**src/rtl/imm_extend_stage.sv**
```systemverilog
// Registered RV immediate-extension stage: decodes the immediate from a 32-bit
// instruction and delivers it one cycle later through a 2-entry skid buffer.
module imm_extend_stage #(
  parameter int XLEN  = 32,
  parameter int TAG_W = 4,
  parameter int CNT_W = 8
) (
  input  logic             clk,
  input  logic             rst_n,
  input  logic             flush,
  input  logic             in_valid,
  output logic             in_ready,
  input  logic [31:0]      in_instr,
  input  logic [2:0]       in_imm_src,
  input  logic [TAG_W-1:0] in_tag,
  output logic             out_valid,
  input  logic             out_ready,
  output logic [XLEN-1:0]  out_imm,
  output logic [TAG_W-1:0] out_tag,
  output logic             out_illegal,
  output logic [CNT_W-1:0] err_cnt
);

  typedef enum logic [2:0] {
    FMT_I     = 3'b000,
    FMT_S     = 3'b001,
    FMT_B     = 3'b010,
    FMT_U     = 3'b011,
    FMT_J     = 3'b100,
    FMT_SHAMT = 3'b101,
    FMT_ZIMM  = 3'b110,
    FMT_ILL   = 3'b111
  } imm_fmt_e;

  typedef struct packed {
    logic [XLEN-1:0]  imm;
    logic [TAG_W-1:0] tag;
    logic             illegal;
    logic             valid;
  } entry_t;

  entry_t           out_q, out_d;
  entry_t           skid_q, skid_d;
  entry_t           new_e;
  logic [CNT_W-1:0] cnt_q, cnt_d;
  logic [63:0]      ext;
  logic             fire_in;
  logic             fire_out;
  logic             out_free;
  imm_fmt_e         fmt;

  assign fmt = imm_fmt_e'(in_imm_src);

  // Every format is built at 64 bits and truncated, so one table serves both XLENs.
  // NOTE: every variable driven in always_comb gets a default first, so no path infers a latch.
  always_comb begin
    ext = '0;
    unique case (fmt)
      FMT_I:     ext = {{52{in_instr[31]}}, in_instr[31:20]};
      FMT_S:     ext = {{52{in_instr[31]}}, in_instr[31:25], in_instr[11:7]};
      FMT_B:     ext = {{52{in_instr[31]}}, in_instr[7], in_instr[30:25],
                        in_instr[11:8], 1'b0};
      FMT_U:     ext = {{32{in_instr[31]}}, in_instr[31:12], 12'b0};
      FMT_J:     ext = {{44{in_instr[31]}}, in_instr[19:12], in_instr[20],
                        in_instr[30:21], 1'b0};
      FMT_SHAMT: ext = (XLEN == 64) ? {58'b0, in_instr[25:20]}
                                    : {59'b0, in_instr[24:20]};
      FMT_ZIMM:  ext = {59'b0, in_instr[19:15]};
      FMT_ILL:   ext = '0;
      default:   ext = '0;
    endcase
  end

  always_comb begin
    new_e         = '0;
    new_e.imm     = ext[XLEN-1:0];
    new_e.tag     = in_tag;
    new_e.illegal = (fmt == FMT_ILL);
    new_e.valid   = 1'b1;
  end

  // in_ready comes from registered state only; the skid slot absorbs the
  // one-cycle lag of a stall seen on out_ready.
  assign in_ready = ~skid_q.valid;
  assign fire_in  = in_valid & in_ready;
  assign fire_out = out_q.valid & out_ready;
  assign out_free = ~out_q.valid | fire_out;

  always_comb begin
    out_d  = out_q;
    skid_d = skid_q;
    cnt_d  = cnt_q;
    if (flush) begin
      out_d.valid  = 1'b0;
      skid_d.valid = 1'b0;
    end else begin
      if (skid_q.valid && out_free) begin
        out_d        = skid_q;
        skid_d.valid = 1'b0;
      end else if (fire_in && out_free) begin
        out_d = new_e;
      end else if (fire_in) begin
        skid_d = new_e;
      end else if (fire_out) begin
        out_d.valid = 1'b0;
      end

      if (fire_in && new_e.illegal && (cnt_q != {CNT_W{1'b1}})) begin
        cnt_d = cnt_q + 1'b1;
      end
    end
  end

  // NOTE: data fields are reset too, because out_imm/out_tag must read 0 during reset.
  // NOTE: non-blocking (<=) in always_ff so every register samples pre-edge values.
  always_ff @(posedge clk or negedge rst_n) begin
    if (!rst_n) begin
      out_q  <= '0;
      skid_q <= '0;
      cnt_q  <= '0;
    end else begin
      out_q  <= out_d;
      skid_q <= skid_d;
      cnt_q  <= cnt_d;
    end
  end

  assign out_valid   = out_q.valid;
  assign out_imm     = out_q.imm;
  assign out_tag     = out_q.tag;
  assign out_illegal = out_q.illegal;
  assign err_cnt     = cnt_q;

endmodule

```
**config.mk**
```make
export PLATFORM = sky130hd
export DESIGN_NAME = imm_extend_stage
export DESIGN_NICKNAME = d
export VERILOG_FILES = /design/src/rtl/imm_extend_stage.sv
export SDC_FILE = /design/constraint.sdc
export NUM_CORES = 1
export LEC_CHECK = 0
export ABC_CLOCK_PERIOD_IN_PS = 1800
export BUFFER_PORTS_ARGS = -buffer_cell sky130_fd_sc_hd__buf_2
export CORE_ASPECT_RATIO = 0.75
export CORE_MARGIN = 1
export CORE_UTILIZATION = 51
export CTS_BUF_LIST = sky130_fd_sc_hd__clkbuf_2
export CTS_CLUSTER_DIAMETER = 80
export DETAILED_ROUTE_END_ITERATION = 16
export GPL_TIMING_DRIVEN = 0
export PLACE_DENSITY = 0.87
export SKIP_CTS_REPAIR_TIMING = 1
export SYNTH_ARGS = -nofsm -noshare
export SYNTH_HDL_FRONTEND = slang
export SYNTH_SLANG_ARGS = --single-unit
```
**constraint.sdc**
```tcl
create_clock -name clk -period 1.8 [get_ports clk]
set_clock_uncertainty 0.15 [all_clocks]
set_input_delay 0.18 -clock clk [delete_from_list [all_inputs] [get_ports clk]]
set_output_delay 0.18 -clock clk [all_outputs]
set_load 0.01 [all_outputs]
```
==> results.py <==
metrics = {
    "outcome": {
        "outcome": "complete, but fails checks",
        "violations": "hold timing, setup timing",
    },
    "setup_path": {
        "worstSetupStartpoint": "skid_q[0]",
        "arrival_ns": 2.23,
        "cp_max_fo": 10,
        "rrSetupSlack_ns": -0.17,
        "cp.required_ns": 2.05,
        "path_class": "flip-flop to flip-flop",
        "startpoint_type": "flip-flop",
        "rr_startpoint": "skid_q[0]",
        "end_kind": "flip-flop",
    },
    "yosys": {
        "synth_edf_count": 0,
        "yosys_warnings": 0,
        "netlist_area_mm2": 0.00403,
        "yosysTopAreaCell": "dfrtp_1",
        "synth_seq_area_share_pct": 52.2,
        "synth_common_cells": "dfrtp_1, nand2_1, nor2_1",
        "synth_area_leaders": "dfrtp_1, a211oi_1, o21ai_0",
        "async_reset_ff_share_pct": 100,
        "ys.flop_type": "dfrtp_1",
        "syn_nets": 475,
        "yosysMostFrequentCell": "dfrtp_1",
        "synth_top_area_share_pct": 52.2,
        "synth_cells": 430,
        "avgSynthCellArea_um2": 9.37,
        "ys_seq_elements": 84,
        "synth.distinct_cells": 38,
    },
    "place": {
        "portBuffers": 82,
        "post-dp-hpwl_um": 7820,
        "place_congestion": 0.934,
        "dpl_cell_area_mm2": 0.00460,
    },
    "floorplan": {
        "fp.dieArea_mm2": 0.00826,
        "start_util_pct": 53.7,
        "ios": 91,
        "rows": 27,
        "coreArea_mm2": 0.00750,
        "die_x_um": 105,
        "dieHeight_um": 79.0,
    },
    "route": {
        "firstDrtPassIters": 5,
        "vias": 3996,
        "antenna_left": 0,
        "viasPerCell": 5.91,
        "drc": 0,
        "wirelength_um": 12000,
        "drtIter0Drc": 454,
        "wl_per_cell_um": 17.7,
    },
    "sta": {
        "finalSetupViolCount": 68,
        "hold_violations": 1,
        "fin_setup_tns_ns": -4.98,
        "fin_crit_ns": 1.97,
        "finalCritPeriodShare_pct": 110,
        "tightest_slew_ns": 0.678,
        "final_max_slew_viol_count": 0,
        "slew_headroom_pct": 54.7,
        "finalWorstSetupSlack_ns": -0.175,
        "rsz0062_at_grt": "true",
        "fmax_ghz": 0.506,
        "whs_ns": -0.00851,
    },
    "job": {
        "maxCapViolCount": 0,
    },
    "global_routing": {
        "grt_pass1_wl_um": 17300,
        "grt_max_degree": 69,
        "grt_pass1_vias": 3552,
        "grt_remaining_overflow": 0,
        "grt_antenna_before_repair": 0,
        "grt_use_total_pct": 26.7,
    },
    "clock_network": {
        "clock_sinks": 84,
        "numCtsBuffers": 9,
        "path_clk_slew_ns": 0.23,
        "clk_latency_ns": 0.55,
        "cts-root-buf": "clkbuf_2",
        "ctsHtreeMaxLevel": 3,
        "clockBufferDepth": 2,
        "cts_tree": "built",
    },
    "finish": {
        "drive_gt1_share_pct": 29.4,
        "fillers": 557,
        "insertedDiodeCount": 0,
        "final_area_mm2": 0.00533,
        "syn_to_final_growth_pct": 32.2,
        "layout.nets": 616,
    },
    "hold_path": {
        "hold_class": "input port to flip-flop",
        "hold_path_startpoint": "in_instr[10]",
    },
    "pwr": {
        "leakagePower_nw": 2.41,
        "power_density_mw_per_mm2": 867,
        "ir_drop_mv": 0.433,
    },
}
state kept, by name, indices dropped and copies added, names as in the netlist:
signal       count
skid_q          38
out_valid        1
err_cnt          8
out_tag          4
out_illegal      1
out_imm         32
worst max-delay path, cell delays in order, from the launching register on:
cell and delay [ns]:
dfrtp_2 0.52, or3b_4 0.39, or2_1 0.23, buf_6 0.14, buf_2 0.20, nand2_1 0.09, o21ai_0 0.12
cell families (layout without fill, tap and decap cells):
group / count (synthesis) / in the layout / share of synthesized area [%]
buf+inv: 38 / 183 / 4.16
xor+xnor: 1 / 1 / 0.217
mux: 16 / 16 / 4.66
simple gates: 161 / 161 / 18.5
fa+ha+maj: 2 / 2 / 0.590
compound gates: 128 / 128 / 19.7
flops: 84 / 84 / 52.2
layout make-up:
class / count / area, µm² / share of cell area (%)
buffer: 34 / 218 / 4.09
tap: 101 / 126 / 2.37
inverter: 4 / 17.5 / 0.329
multi-input combinational: 308 / 1860 / 34.9
sequential: 84 / 2100 / 39.5
clock buffer: 10 / 50.0 / 0.940
timing repair buffer: 130 / 898 / 16.9
clock inverter: 5 / 53.8 / 1.01
placed cells by master (no fill, tap or decap), types with 3 or more instances in the layout:
cell type,n
clkbuf_1,7
clkbuf_2,13
a211oi_2,5
dlygate4sd3_1,33
a21oi_1,35
nor3_1,25
o21ai_0,22
nor2b_1,5
nor2_4,3
nand2_1,51
inv_1,3
o21ai_1,18
mux2_2,5
buf_4,14
nand3b_1,4
a221oi_2,4
a211oi_1,24
nand2b_1,9
o2bb2ai_1,6
o22a_1,8
mux2i_1,6
mux2_4,5
buf_2,94
nand3_1,3
nand4_1,5
dfrtp_1,83
nor2_1,44
buf_6,8
routing by layer:
| metal | vias up | GRT usage (%) | wire length [µm] |
|---|---|---|---|
| li1 | 1811 | - | - |
| met1 | 1893 | 37.7 | 4960 |
| met2 | 254 | 42.1 | 5540 |
| met3 | 38 | 6.24 | 1150 |
| met4 | 0 | 6.62 | 340 |
| met5 | - | 0 | 0 |
path summary, 6_finish.rpt:
check | to | depth (start not counted)
min | skid_q[9] | 5
min reg2reg | out_imm[31] | 1
max in group asynchronous | out_imm[1] | 3
max | skid_q[28] | 6
max reg2reg | skid_q[28] | 6
min in group asynchronous | out_imm[4] | 3
stage by stage:
stage / setup WS (ns) / std cells / util [%] / power [mW]
3_3_place_gp: -0.211 / 613 / 61.0 / 3.45
5_1_grt: -0.234 / 676 / 71.0 / 4.87
4_1_cts: -0.455 / 629 / 62.7 / 4.43
6_report: -0.175 / 676 / 71.0 / 4.62
3_5_place_dp: -0.228 / 614 / 61.4 / 3.52
2_1_floorplan: 0.00197 / 430 / - / 3.05
power breakdown:
part	switching, mW	internal, mW	leakage (nW)
clock network	0.634	0.311	0.0614
registers	0.246	2.23	1.04
logic	0.643	0.556	1.30
total	1.52	3.09	2.41
Note: power is estimated with default switching activity, not from simulation.
